$ cat config.mk
export PLATFORM = sky130hd
export DESIGN_NAME = mem_arbiter
export DESIGN_NICKNAME = d
export VERILOG_FILES = /design/src/rtl/pdp8_pkg.sv /design/src/rtl/mem_arb_pick.sv /design/src/rtl/mem_arbiter.sv
export SDC_FILE = /design/constraint.sdc
export NUM_CORES = 1
export LEC_CHECK = 0
export CORE_MARGIN = 3
export CORE_UTILIZATION = 42
export CTS_BUF_LIST = sky130_fd_sc_hd__clkbuf_2
export DETAILED_ROUTE_END_ITERATION = 7
export GPL_TIMING_DRIVEN = 1
export PLACE_DENSITY = 0.84
export RECOVER_POWER = 50
export REMOVE_ABC_BUFFERS = 1
export SYNTH_ARGS = -nofsm -noshare
export SYNTH_HDL_FRONTEND = slang
export SYNTH_HIERARCHICAL = 1
export SYNTH_SLANG_ARGS = --single-unit
export TNS_END_PERCENT = 50
$ cat constraint.sdc
create_clock -name clk -period 2.12 [get_ports clk]
set_input_delay 0.53 -clock clk [delete_from_list [all_inputs] [get_ports clk]]
set_output_delay 0.53 -clock clk [all_outputs]
set_load 0.01 [all_outputs]
$ cat src/rtl/pdp8_pkg.sv
// rtl/pdp8_pkg.sv - shared widths, arbiter state type and requester encoding
`ifndef ADDR_WIDTH
`define ADDR_WIDTH 12
`endif
`ifndef DATA_WIDTH
`define DATA_WIDTH 12
`endif

package pdp8_pkg;

  typedef enum logic [1:0] {
    IDLE  = 2'd0,
    ISSUE = 2'd1,
    RESP  = 2'd2
  } arb_state_t;

  localparam int STARVE_LIMIT_DEFAULT = 3;
  localparam int ADDR_W = `ADDR_WIDTH;
  localparam int DATA_W = `DATA_WIDTH;

  // bit positions inside the one-hot winner vector
  localparam int SEL_IFU = 0;
  localparam int SEL_ERD = 1;
  localparam int SEL_EWR = 2;

endpackage

$ cat src/rtl/mem_arb_pick.sv
// rtl/mem_arb_pick.sv - combinational winner select: starved IFU, then exec_wr > exec_rd > ifu_rd
module mem_arb_pick
  import pdp8_pkg::*;
(
  input  logic       wr_req,
  input  logic       erd_req,
  input  logic       ifu_req,
  input  logic       starve,
  output logic [2:0] winner
);

  always_comb begin
    winner = '0;
    if (ifu_req && starve) begin
      winner[SEL_IFU] = 1'b1;
    end else if (wr_req) begin
      winner[SEL_EWR] = 1'b1;
    end else if (erd_req) begin
      winner[SEL_ERD] = 1'b1;
    end else if (ifu_req) begin
      winner[SEL_IFU] = 1'b1;
    end
  end

endmodule

$ cat src/rtl/mem_arbiter.sv
// rtl/mem_arbiter.sv - three-requester single-port memory arbiter with IFU starvation guard
module mem_arbiter
  import pdp8_pkg::*;
#(
  parameter int STARVE_LIMIT = STARVE_LIMIT_DEFAULT
) (
  input  logic                   clk,
  input  logic                   reset_n,
  input  logic                   ifu_rd_req,
  input  logic [`ADDR_WIDTH-1:0] ifu_rd_addr,
  output logic                   ifu_rd_gnt,
  output logic [`DATA_WIDTH-1:0] ifu_rd_data,
  output logic                   ifu_rd_valid,
  input  logic                   exec_rd_req,
  input  logic [`ADDR_WIDTH-1:0] exec_rd_addr,
  output logic                   exec_rd_gnt,
  output logic [`DATA_WIDTH-1:0] exec_rd_data,
  output logic                   exec_rd_valid,
  input  logic                   exec_wr_req,
  input  logic [`ADDR_WIDTH-1:0] exec_wr_addr,
  input  logic [`DATA_WIDTH-1:0] exec_wr_data,
  output logic                   exec_wr_gnt,
  output logic                   mem_req,
  output logic                   mem_we,
  output logic [`ADDR_WIDTH-1:0] mem_addr,
  output logic [`DATA_WIDTH-1:0] mem_wdata,
  input  logic [`DATA_WIDTH-1:0] mem_rdata
);

  localparam logic [1:0] STARVE_CMP = 2'(STARVE_LIMIT);

  arb_state_t             state, state_nxt;
  logic [2:0]             pick;
  logic [2:0]             sel_q, sel_nxt;
  logic [1:0]             starve_cnt, starve_cnt_nxt;
  logic                   starve;
  logic [2:0]             gnt_nxt;
  logic [1:0]             valid_nxt;
  logic                   mem_req_nxt, mem_we_nxt;
  logic [`ADDR_WIDTH-1:0] mem_addr_nxt;
  logic [`DATA_WIDTH-1:0] mem_wdata_nxt;

  assign starve = (starve_cnt == STARVE_CMP);

  mem_arb_pick u_pick (
    .wr_req  (exec_wr_req),
    .erd_req (exec_rd_req),
    .ifu_req (ifu_rd_req),
    .starve  (starve),
    .winner  (pick)
  );

  always_comb begin
    state_nxt      = state;
    sel_nxt        = sel_q;
    starve_cnt_nxt = starve_cnt;
    gnt_nxt        = '0;
    valid_nxt      = '0;
    mem_req_nxt    = 1'b0;
    mem_we_nxt     = 1'b0;
    mem_addr_nxt   = mem_addr;
    mem_wdata_nxt  = mem_wdata;
    case (state)
      IDLE: begin
        if (|pick) begin
          state_nxt   = ISSUE;
          sel_nxt     = pick;
          gnt_nxt     = pick;
          mem_req_nxt = 1'b1;
          mem_we_nxt  = pick[SEL_EWR];
          if (pick[SEL_EWR]) begin
            mem_addr_nxt  = exec_wr_addr;
            mem_wdata_nxt = exec_wr_data;
          end else if (pick[SEL_ERD]) begin
            mem_addr_nxt  = exec_rd_addr;
            mem_wdata_nxt = '0;
          end else begin
            mem_addr_nxt  = ifu_rd_addr;
            mem_wdata_nxt = '0;
          end
          // IFU losses saturate so a large limit cannot wrap back to zero
          if (pick[SEL_IFU]) begin
            starve_cnt_nxt = '0;
          end else if (ifu_rd_req && starve_cnt != 2'b11) begin
            starve_cnt_nxt = starve_cnt + 2'd1;
          end
        end
      end
      ISSUE: begin
        state_nxt = sel_q[SEL_EWR] ? IDLE : RESP;
      end
      RESP: begin
        state_nxt = IDLE;
        valid_nxt = {sel_q[SEL_ERD], sel_q[SEL_IFU]};
      end
      default: begin
        state_nxt = IDLE;
      end
    endcase
  end

  always_ff @(posedge clk or negedge reset_n) begin
    if (!reset_n) begin
      state         <= IDLE;
      sel_q         <= '0;
      starve_cnt    <= '0;
      exec_wr_gnt   <= 1'b0;
      exec_rd_gnt   <= 1'b0;
      ifu_rd_gnt    <= 1'b0;
      exec_rd_valid <= 1'b0;
      ifu_rd_valid  <= 1'b0;
      ifu_rd_data   <= '0;
      exec_rd_data  <= '0;
      mem_req       <= 1'b0;
      mem_we        <= 1'b0;
      mem_addr      <= '0;
      mem_wdata     <= '0;
    end else begin
      state         <= state_nxt;
      sel_q         <= sel_nxt;
      starve_cnt    <= starve_cnt_nxt;
      exec_wr_gnt   <= gnt_nxt[SEL_EWR];
      exec_rd_gnt   <= gnt_nxt[SEL_ERD];
      ifu_rd_gnt    <= gnt_nxt[SEL_IFU];
      exec_rd_valid <= valid_nxt[1];
      ifu_rd_valid  <= valid_nxt[0];
      mem_req       <= mem_req_nxt;
      mem_we        <= mem_we_nxt;
      mem_addr      <= mem_addr_nxt;
      mem_wdata     <= mem_wdata_nxt;
      if (valid_nxt[0]) ifu_rd_data <= mem_rdata;
      if (valid_nxt[1]) exec_rd_data <= mem_rdata;
    end
  end

endmodule

==> impl_results.md <==
- Sink Count: roughly 60
- Met1 Wirelength: approximately 2400 um
- Multiplexer area fraction after synthesis: 19.88%
- Crit end category: flip-flop
- Top cell type's share of synthesized area: just under 60%
- Crit Path Category: flip-flop to flip-flop
- CP Launch Type: flip-flop
- Top sig layer: met4
- Power per Cell Area: ~1300 nW/um2
- Post-DR vias/cell: about 5.0
- Max cap viols: 0
- Async set-reset flop share out of synthesis: 100.0%
- Worst Skew: roughly 0.023 ns
- Post-CTS resize count: 0
- Worst Path Arrival: around 2.3 ns
- GRT Total Usage: 17.09%
- Final setup violation count: 0
- Crit path cell chain: ha_1 > a211oi_2 > buf_4 > mux2_2 > mux2i_1 > o21ai_0
- Fmax: 511.1 MHz
- Tightest Pin Transition: about 1.4 ns
- DR pass1 iterations: 4
- Detailed Place HPWL: roughly 4500 um
- Pleak: approximately 1.7 nW
- Share of layout cells above drive strength 1: between 10% and 20%
- Max Root-Sink Buffers: 2
- Worst-case vdd ir drop: around 0.7 mV
- Post-layout min period: roughly 2 ns
- Max-slew violations: 0
- DR WL met3: about 560 um
- Post-synthesis xor/xnor area fraction: 0%
- Status: finished clean
- Critical Path RT: around 2.5 ns
- GRT Residual Overflow: 0
- Reg-to-reg slack, setup: about 0.16 ns
- Clk Latency, worst-skew pair: ~0.45 ns
- Cell Area, Synth: ~2600 um2
- # nets final: roughly 390
- Die ar.: around 7300 um2
- GPL Wtd Cong: just over 0.7
- Post-Layout Inst Area: 4018 um2
- Final Cycle Share: between 90% and 100%
- Via count: around 2000
- Postcts setup bufs: 0
- WL met2: slightly below 3000 um
- Post-synth EDFFs: 0
- Die H: ~85 um
- Most frequent cell after synthesis: dfrtp_1
- Slew HR: just over 4%
- Post-synth top cells: 61 x dfrtp_1, 36 x mux2_2, 23 x o21ai_0, 12 x a22o_1, 12 x mux2i_1
- Htree depth: 3
- Fill cell count: about 480
- Post-Synth Simple-Gate Area: about 5.3%
- Synthesized flop and latch total: 61
- Avg Cell Area, Syn: roughly 13 um2
- Placed Area: ~3900 um2
- DR WL/cell: ~15 um
- CP max stage cell: dfrtp_1
- Unrepaired setup endpoints after global routing: false
- Diodes inserted: 0
- PortBufs: around 120
- Area contributors post-synth: dfrtp_1 58%, mux2_2 15%, mux2i_1 4.5%
- Largest family of logic cells by synthesized area: multiplexers
- Root Driver: clkbuf_2
- Pin count of the biggest net entering global routing: 62
- Sequential cell area: ~1500 um2
- I/O pin cnt: 120
- Clock tree from TritonCTS: done
- P&R area growth vs syn: 51.96%
- Post-Synth Adder-Cell Area: less than 1%
- Multi-input combinational cell area: between 900 and 1000 um2
- Final WL: ~6000 um
- Antenna viol nets, final: 0
- Syn. warnings: 6
- Hold Crit Class: flip-flop to flip-flop
- Starting Density: approximately 44%
- Clk slew on worst S/H paths: around 0.16 ns
- CP Max Fanout: 12
- Core ar.: between 6000 and 7000 um2
- Initial antenna violation count: 0
- Post-synth top area cell: dfrtp_1
- Synth unique cells: 32
- DIE WIDTH: ~85 um
- Complex-gate fraction of the synthesized area: around 11%
- DR iter-0 viols: 52
- Vias in the first global route: between 2000 and 2500
- Crit path largest cell delay: about 0.44 ns
- Most used DFF post-synth: dfrtp_1
- Row count: 28
- Global-route wire length before repair: between 9000 and 10000 um
- Seq/Total Area, Yosys: approximately 58%
- Place WS: -0.1931 ns
- Hold Vio Cnt, Final: 0
- DR DRC count: 0
- Inserted Clock Buffers: 9
- CTS hold repair buffers: 0
- Cell count after synthesis: 196
- Setup ws final: around 0.16 ns
[worst paths after layout]
path | to | startpoint | depth (start not counted)
hold reg to reg | state[1] | sel_q[2] | 1
hold / removal | state[1] | sel_q[2] | 1
max in group asynchronous | exec_rd_gnt | reset_n | 2
setup / recovery | mem_addr[10] | starve_cnt[0] | 6
setup reg to reg | mem_addr[10] | starve_cnt[0] | 6
min in group asynchronous | mem_addr[6] | reset_n | 2
[flip-flops by register name (all words and copies together), names as in the netlist, 2 cells and up]
signal,cells
exec_rd_data,12
ifu_rd_data,12
mem_addr,12
mem_wdata,12
sel_q,3
starve_cnt,2
state,2
[cells by family (layout without fill, tap and decap cells)]
| logic type | count (synthesis) | in the layout |
|---|---|---|
| DFF | 61 | 61 |
| muxes | 48 | 48 |
| AOI/OAI and AO/OA | 44 | 44 |
| and+or+nand+nor | 22 | 22 |
| buffers and inverters | 20 | 149 |
| adders and majority gates | 1 | 1 |
[routing by layer]
| layer | global-route usage [%] | vias up |
|---|---|---|
| met5 | 0 | - |
| met4 | 7.338 | 0 |
| met3 | 6.019 | 9 |
| met2 | 27.47 | 82 |
| met1 | 20.82 | 946 |
| li1 | - | 948 |
[area by class of cell]
type	instances	share of cell area (%)
Sequential cell	61	37.99
Tap cell	75	2.336
Inverter	5	0.4671
Clock buffer	10	1.246
Timing Repair Buffer	129	31.86
Multi-Input combinational cell	115	24.20
Clock inverter	5	1.900
[power by group]
part           internal, mW  total (mW)  leakage, nW  switching, mW
clock network         0.384       0.776       0.0754          0.392
logic                  1.53        2.54        0.926           1.01
registers              1.70        1.99        0.746          0.285
[worst max-delay path, delay by kind of cell (launching register included)]
family / cells / cell delay (ns)
adder cells (fa/ha/maj): 1 / 0.27
AO/OA/AOI/OAI: 2 / 0.36
buffers and inverters: 1 / 0.24
flip-flops: 1 / 0.44
multiplexers: 2 / 0.54
[stage by stage]
step / instances / utilization, % / setup TNS [ns] / power (mW) / hold WS (ns)
final: 400 / 66.67 / 0 / 5.300 / 0.4661
after global routing: 400 / 66.67 / 0 / 5.669 / 0.4867
after CTS: 400 / 67.03 / 0 / 5.384 / 0.03485
after detailed placement: 385 / 64.93 / -2.995 / 4.604 / 0.4380
after global placement: 385 / 64.93 / -2.333 / 4.517 / 0.4267
after floorplan: 181 / - / -7.628 / 3.087 / 0.2344
[placed cells by master (no fill, tap or decap), drive strengths merged, types with 4 or more instances in the layout]
| cell type | netlist | final |
|---|---|---|
| a22o | 12 | 12 |
| buf | 12 | 9 |
| clkbuf | 3 | 12 |
| clkdlybuf4s50 | 0 | 118 |
| dfrtp | 61 | 61 |
| inv | 5 | 5 |
| mux2 | 36 | 36 |
| mux2i | 12 | 12 |
| nand2b | 4 | 4 |
| o21ai | 25 | 25 |
(Power assumes the default switching activity.)
